<file path="config.mk">
export PLATFORM = sky130hd
export DESIGN_NAME = regfile_2w
export DESIGN_NICKNAME = d
export VERILOG_FILES = /design/src/rtl/dioptase_pkg.sv /design/src/rtl/regfile_read_port.sv /design/src/rtl/regfile_2w.sv
export SDC_FILE = /design/constraint.sdc
export NUM_CORES = 2
export LEC_CHECK = 0
export ABC_AREA = 0
export CAP_MARGIN = 10
export CORE_MARGIN = 2
export CORE_UTILIZATION = 50
export CTS_BUF_LIST = sky130_fd_sc_hd__clkbuf_8
export CTS_CLUSTER_DIAMETER = 200
export DETAILED_ROUTE_END_ITERATION = 6
export DONT_BUFFER_PORTS = 1
export SYNTH_ARGS = -nofsm -noshare
export SYNTH_HDL_FRONTEND = slang
export SYNTH_HIERARCHICAL = 1
export SYNTH_SLANG_ARGS = --single-unit
export TNS_END_PERCENT = 30
</file>
<file path="constraint.sdc">
create_clock -name clk -period 4.1 [get_ports clk]
set_input_delay 0.41 -clock clk [delete_from_list [all_inputs] [get_ports clk]]
set_output_delay 0.41 -clock clk [all_outputs]
set_load 0.02 [all_outputs]
</file>
<file path="src/rtl/dioptase_pkg.sv">
// Shared core parameters for the register file and its read ports.
package dioptase_pkg;

    localparam int unsigned XLEN  = 32;
    localparam int unsigned NREGS = 32;
    localparam int unsigned AW    = $clog2(NREGS);

    localparam logic [AW-1:0] REG_ZERO = 5'd0;

    // True when an already-qualified write targets a nonzero read address.
    function automatic logic wr_hit(input logic we, input logic [AW-1:0] waddr,
                                    input logic [AW-1:0] addr);
        return we && (waddr == addr) && (addr != REG_ZERO);
    endfunction

endpackage

</file>
<file path="src/rtl/regfile_read_port.sv">
// One registered read port: held address, write-first bypass and stall-hold refresh.
module regfile_read_port
    import dioptase_pkg::*;
(
    input  logic            clk,
    input  logic            rst_n,
    input  logic            update,
    input  logic            stall,
    input  logic [AW-1:0]   raddr,
    input  logic [XLEN-1:0] rf_val,
    input  logic            wr1,
    input  logic [AW-1:0]   waddr1,
    input  logic [XLEN-1:0] wdata1,
    input  logic            wr2,
    input  logic [AW-1:0]   waddr2,
    input  logic [XLEN-1:0] wdata2,
    output logic [XLEN-1:0] rdata
);

    logic [AW-1:0]   held_q, held_d;
    logic [XLEN-1:0] rdata_q, rdata_d;

    // Port 1 outranks port 2 both for fresh reads and for refreshing a held read.
    always_comb begin
        held_d  = held_q;
        rdata_d = rdata_q;
        if (update) begin
            if (!stall) begin
                held_d = raddr;
                if (raddr == REG_ZERO) begin
                    rdata_d = '0;
                end else if (wr_hit(wr1, waddr1, raddr)) begin
                    rdata_d = wdata1;
                end else if (wr_hit(wr2, waddr2, raddr)) begin
                    rdata_d = wdata2;
                end else begin
                    rdata_d = rf_val;
                end
            end else begin
                if (wr_hit(wr1, waddr1, held_q)) begin
                    rdata_d = wdata1;
                end else if (wr_hit(wr2, waddr2, held_q)) begin
                    rdata_d = wdata2;
                end
            end
        end
    end

    always_ff @(posedge clk or negedge rst_n) begin
        if (!rst_n) begin
            held_q  <= '0;
            rdata_q <= '0;
        end else begin
            held_q  <= held_d;
            rdata_q <= rdata_d;
        end
    end

    assign rdata = rdata_q;

endmodule

</file>
<file path="src/rtl/regfile_2w.sv">
// 32x32 register file, two write ports, two registered bypassing read ports.
// Optional debug read port enabled by defining REGFILE_DEBUG_PORT_EN.
module regfile_2w
    import dioptase_pkg::*;
(
    input  logic            clk,
    input  logic            rst_n,
    input  logic            clk_en,
    input  logic            halt,
    input  logic            stall,
    input  logic            we1,
    input  logic [AW-1:0]   waddr1,
    input  logic [XLEN-1:0] wdata1,
    input  logic            we2,
    input  logic [AW-1:0]   waddr2,
    input  logic [XLEN-1:0] wdata2,
    input  logic [AW-1:0]   raddr_a,
    input  logic [AW-1:0]   raddr_b,
    output logic [XLEN-1:0] rdata_a,
    output logic [XLEN-1:0] rdata_b
`ifdef REGFILE_DEBUG_PORT_EN
    ,
    input  logic [AW-1:0]   dbg_raddr,
    output logic [XLEN-1:0] dbg_rdata
`endif
);

    logic [XLEN-1:0] regs_q [NREGS];
    logic [XLEN-1:0] regs_d [NREGS];

    logic update_c;
    logic wr1_c;
    logic wr2_c;

    assign update_c = clk_en && !halt;
    assign wr1_c    = update_c && we1 && (waddr1 != REG_ZERO);
    assign wr2_c    = update_c && we2 && (waddr2 != REG_ZERO);

    // Port 1 applied last so it wins a same-address collision.
    always_comb begin
        regs_d = regs_q;
        if (wr2_c) begin
            regs_d[waddr2] = wdata2;
        end
        if (wr1_c) begin
            regs_d[waddr1] = wdata1;
        end
        regs_d[REG_ZERO] = '0;
    end

    always_ff @(posedge clk or negedge rst_n) begin
        if (!rst_n) begin
            for (int i = 0; i < int'(NREGS); i++) begin
                regs_q[i] <= '0;
            end
        end else begin
            regs_q <= regs_d;
        end
    end

    regfile_read_port u_port_a (
        .clk    (clk),
        .rst_n  (rst_n),
        .update (update_c),
        .stall  (stall),
        .raddr  (raddr_a),
        .rf_val (regs_q[raddr_a]),
        .wr1    (wr1_c),
        .waddr1 (waddr1),
        .wdata1 (wdata1),
        .wr2    (wr2_c),
        .waddr2 (waddr2),
        .wdata2 (wdata2),
        .rdata  (rdata_a)
    );

    regfile_read_port u_port_b (
        .clk    (clk),
        .rst_n  (rst_n),
        .update (update_c),
        .stall  (stall),
        .raddr  (raddr_b),
        .rf_val (regs_q[raddr_b]),
        .wr1    (wr1_c),
        .waddr1 (waddr1),
        .wdata1 (wdata1),
        .wr2    (wr2_c),
        .waddr2 (waddr2),
        .wdata2 (wdata2),
        .rdata  (rdata_b)
    );

`ifdef REGFILE_DEBUG_PORT_EN
    // Raw storage view for the halt-mode debugger; deliberately unbypassed.
    assign dbg_rdata = (dbg_raddr == REG_ZERO) ? '0 : regs_q[dbg_raddr];
`endif

endmodule
</file>
==> metrics.cfg <==
[global_routing]
grt_pass1_vias = 55900
grt_max_degree = 1067
grt_pass1_wl_mm = 408
antenna_found_initial = 24
globalRoute.totalOverflow = 0
grt_usage = 0.396

[synthesis]
synth_edf_count = 0
synth_fp_nets = 6929
synth_warnings = 6
yosysTopAreaCellShare = 0.381
avgSynthCellArea_um2 = 10.2
synth_cells = 6838
yosys-top-cells-area = dfrtp_1 (38%), mux2i_1 (18%), mux4_2 (12%)
async_flop_share = 1.00
ys.flop_type = dfrtp_1
yosysSeqAreaShare = 0.381
yosysTopAreaCell = dfrtp_1
synth_cell_type_count = 58
synth_area_um2 = 69900
ys_seq_elements = 1066

[drt]
vias = 58800
wl_per_cell_um = 32.7
drt_iter0_drc = 8331
drc = 0
drt-vias-per-instance = 6.72
drt-total-wl_mm = 286
antenna_left = 0
firstDrtPassIters = 6

[clock_network]
numCtsBuffers = 195
cts-root-buf = clkbuf_8
cts.sinks = 1066
clock_latency_ns = 0.98
clk_pin_slew_ns = 0.07
tritoncts = built
cts_resized = 0
clock_path_buffers = 3
cts_max_level = 4

[timing]
maxSlewViolCount = 384
hold_viol = 147
tightest_slew_ns = 1.89
min_period_over_period = 0.864
skew_ns = 0.0470
setup_viol = 0
slew_headroom = -0.263
min_period_ns = 3.54
setup_tns_ns = 0
rsz0062_at_grt = false
whs_ns = -0.535
clock.fmax_mhz = 282
fin_ws_ns = 0.556

[power]
p_seq_frac = 0.446
power_switching_mw = 9.97
powerDensity_nw_per_um2 = 405
leakage_nw = 36.5
intPower_mw = 21.7
sw_frac_of_total = 0.314
peakVddDrop_v = 0.000306
combPwrFrac = 0.213
clock_power_share = 0.341

[critical_path]
r2r_cells = 6
path_max_fanout = 46
startpoint_type = primary input
end_kind = flop
cp.required_ns = 5.02
path_class = primary input to flop
crit_arrival_ns = 4.47

[cells_and_area]
fin_nets = 6778
fin_util = 0.562
area_growth_pct = 11.9
design_area_um2 = 78300
layout-drive-gt1-share = 0.151
n_fill_cell = 12100

[run]
maxCapViolCount = 0

[die]
io_pins = 155
fp-row-count = 137
initial_core_util = 0.502
coreArea_um2 = 139000
die-area_um2 = 143000
die-height_um = 378
die_w_um = 378

[hold_path]
hold_class = primary input to async pin

[placed_design]
gp_congestion = 0.919
io_buffers = 0
preCtsSetupSlack_ns = 1.06
dp_hpwl_mm = 151
placed_cell_area_um2 = 70100

[status]
outcome = finished with violations
violations = hold timing, slew limit

[area by class of cell]
| class | count | area, um2 | share of cell area |
|---|---|---|---|
| Inverter | 200 | 751 | 0.00959 |
| Multi-Input combinational cell | 4782 | 39300 | 0.502 |
| Timing Repair Buffer | 442 | 5010 | 0.0640 |
| Clock buffer | 252 | 3470 | 0.0443 |
| Tap cell | 1876 | 2350 | 0.0300 |
| Clock inverter | 101 | 611 | 0.00780 |
| Antenna cell | 32 | 80.1 | 0.00102 |
| Sequential cell | 1066 | 26700 | 0.341 |
[power groups by stage]
| stage | Sequential [mW] | Combinational (mW) | Clock (mW) |
|---|---|---|---|
| floorplan | 13.6 | 4.94 | 0 |
| global placement | 14.1 | 5.24 | 0 |
| detailed placement | 14.2 | 5.39 | 0 |
| CTS | 14.0 | 6.34 | 10.9 |
| global route | 14.3 | 7.21 | 11.4 |
| finish | 14.1 | 6.74 | 10.8 |
[final timing paths]
check | slack (ns) | start | endpoint
worst max-delay path | 0.56 | waddr1[2] | regs_q[620]
min in group clk | 0.06 | raddr_b[4] | u_port_b/rdata[4]
worst max register to register | 1.28 | u_port_a/held_q[0] | u_port_a/rdata[20]
worst min-delay path | -0.54 | rst_n | regs_q[734]
max in group asynchronous | 0.68 | rst_n | regs_q[406]
worst min register to register | 0.57 | regs_q[687] | regs_q[687]
[Yosys cell counts, drive strengths merged, types with 4 or more instances]
| library cell | number |
|---|---|
| nand3 | 33 |
| dfrtp | 1066 |
| o21ai | 450 |
| nor4 | 12 |
| a31oi | 66 |
| nand2b | 6 |
| mux2i | 1248 |
| o22ai | 64 |
| a21oi | 608 |
| xnor2 | 16 |
| and2 | 66 |
| and3 | 68 |
| buf | 269 |
| a22o | 192 |
| xor2 | 24 |
| clkbuf | 521 |
| mux4 | 384 |
| nand2 | 395 |
| inv | 200 |
| and3b | 6 |
| nor2 | 615 |
| nand4 | 4 |
| nor2b | 7 |
| mux2 | 72 |
| o221ai | 64 |
| o31ai | 128 |
| a21boi | 64 |
| a211oi | 66 |
| nor3b | 10 |
| nor3 | 83 |
[cell families after synthesis]
family | after synthesis | share of synthesized area
AO/OA/AOI/OAI | 1708 | 0.148
XOR/XNOR | 40 | 0.00501
buffers and inverters | 990 | 0.0644
flip-flops | 1066 | 0.381
multiplexers | 1704 | 0.314
AND/OR/NAND/NOR | 1330 | 0.0870
[state kept, by name, indices dropped and copies added (netlist names)]
signal,flops
regs_q,992
u_port_a/rdata,32
u_port_b/rdata,32
u_port_a/held_q,5
u_port_b/held_q,5
[cell usage in the layout, fill, tap and decap left out, types with 8 or more instances in the layout]
| cell type | Yosys | final |
|---|---|---|
| xnor2_1 | 16 | 16 |
| and2_1 | 66 | 64 |
| xor2_1 | 24 | 24 |
| nor2_1 | 615 | 611 |
| o221ai_1 | 64 | 64 |
| mux2_2 | 72 | 72 |
| a21boi_1 | 10 | 10 |
| nand2_1 | 395 | 391 |
| nor4_4 | 8 | 8 |
| buf_12 | 0 | 75 |
| and3_1 | 68 | 66 |
| o22ai_1 | 64 | 64 |
| inv_1 | 200 | 263 |
| mux2i_1 | 1248 | 1248 |
| o21ai_1 | 169 | 169 |
| o31ai_1 | 128 | 128 |
| diode_2 | 0 | 32 |
| clkinv_2 | 0 | 17 |
| clkbuf_8 | 0 | 252 |
| nor3_4 | 15 | 15 |
| o21ai_0 | 281 | 281 |
| a21oi_1 | 608 | 608 |
| dfrtp_1 | 1066 | 1066 |
| buf_4 | 82 | 116 |
| a21boi_0 | 54 | 54 |
| a22o_1 | 192 | 192 |
| dlygate4sd3_1 | 0 | 244 |
| nand3_4 | 0 | 30 |
| mux4_2 | 384 | 384 |
| a31oi_1 | 64 | 64 |
| a211oi_1 | 64 | 64 |
| nor3_1 | 68 | 68 |
[repair_timing]
item | 4_1_cts | 5_1_grt
hold endpoints to repair | 2132 | 565
setup buffers | 0 | 0
hold buffers | 312 | 1
[critical path, stage by stage]
cell and delay, ns:
dlygate4sd3_1 0.87, nor3b_1 0.73, nor3b_4 0.39, buf_4 0.69, nand2_1 0.09, dlygate4sd3_1 0.58, o21ai_1 0.08, dlygate4sd3_1 0.56
[through the flow]
step	instances	power (mW)
3_3_place_gp	8049	19.3
5_1_grt	8735	32.9
6_report	8751	31.7
3_5_place_dp	8049	19.6
4_1_cts	8714	31.3
2_1_floorplan	6838	18.5
[per-layer routing]
metal  part of all wire  track usage  vias up
met5            0.00060      0.00412        -
met4              0.059        0.219       14
met3               0.12        0.129      910
met2               0.43        0.574     3848
met1               0.39        0.522    29300
li1                   -            -    24800
Note: power is estimated with default switching activity, not from simulation.
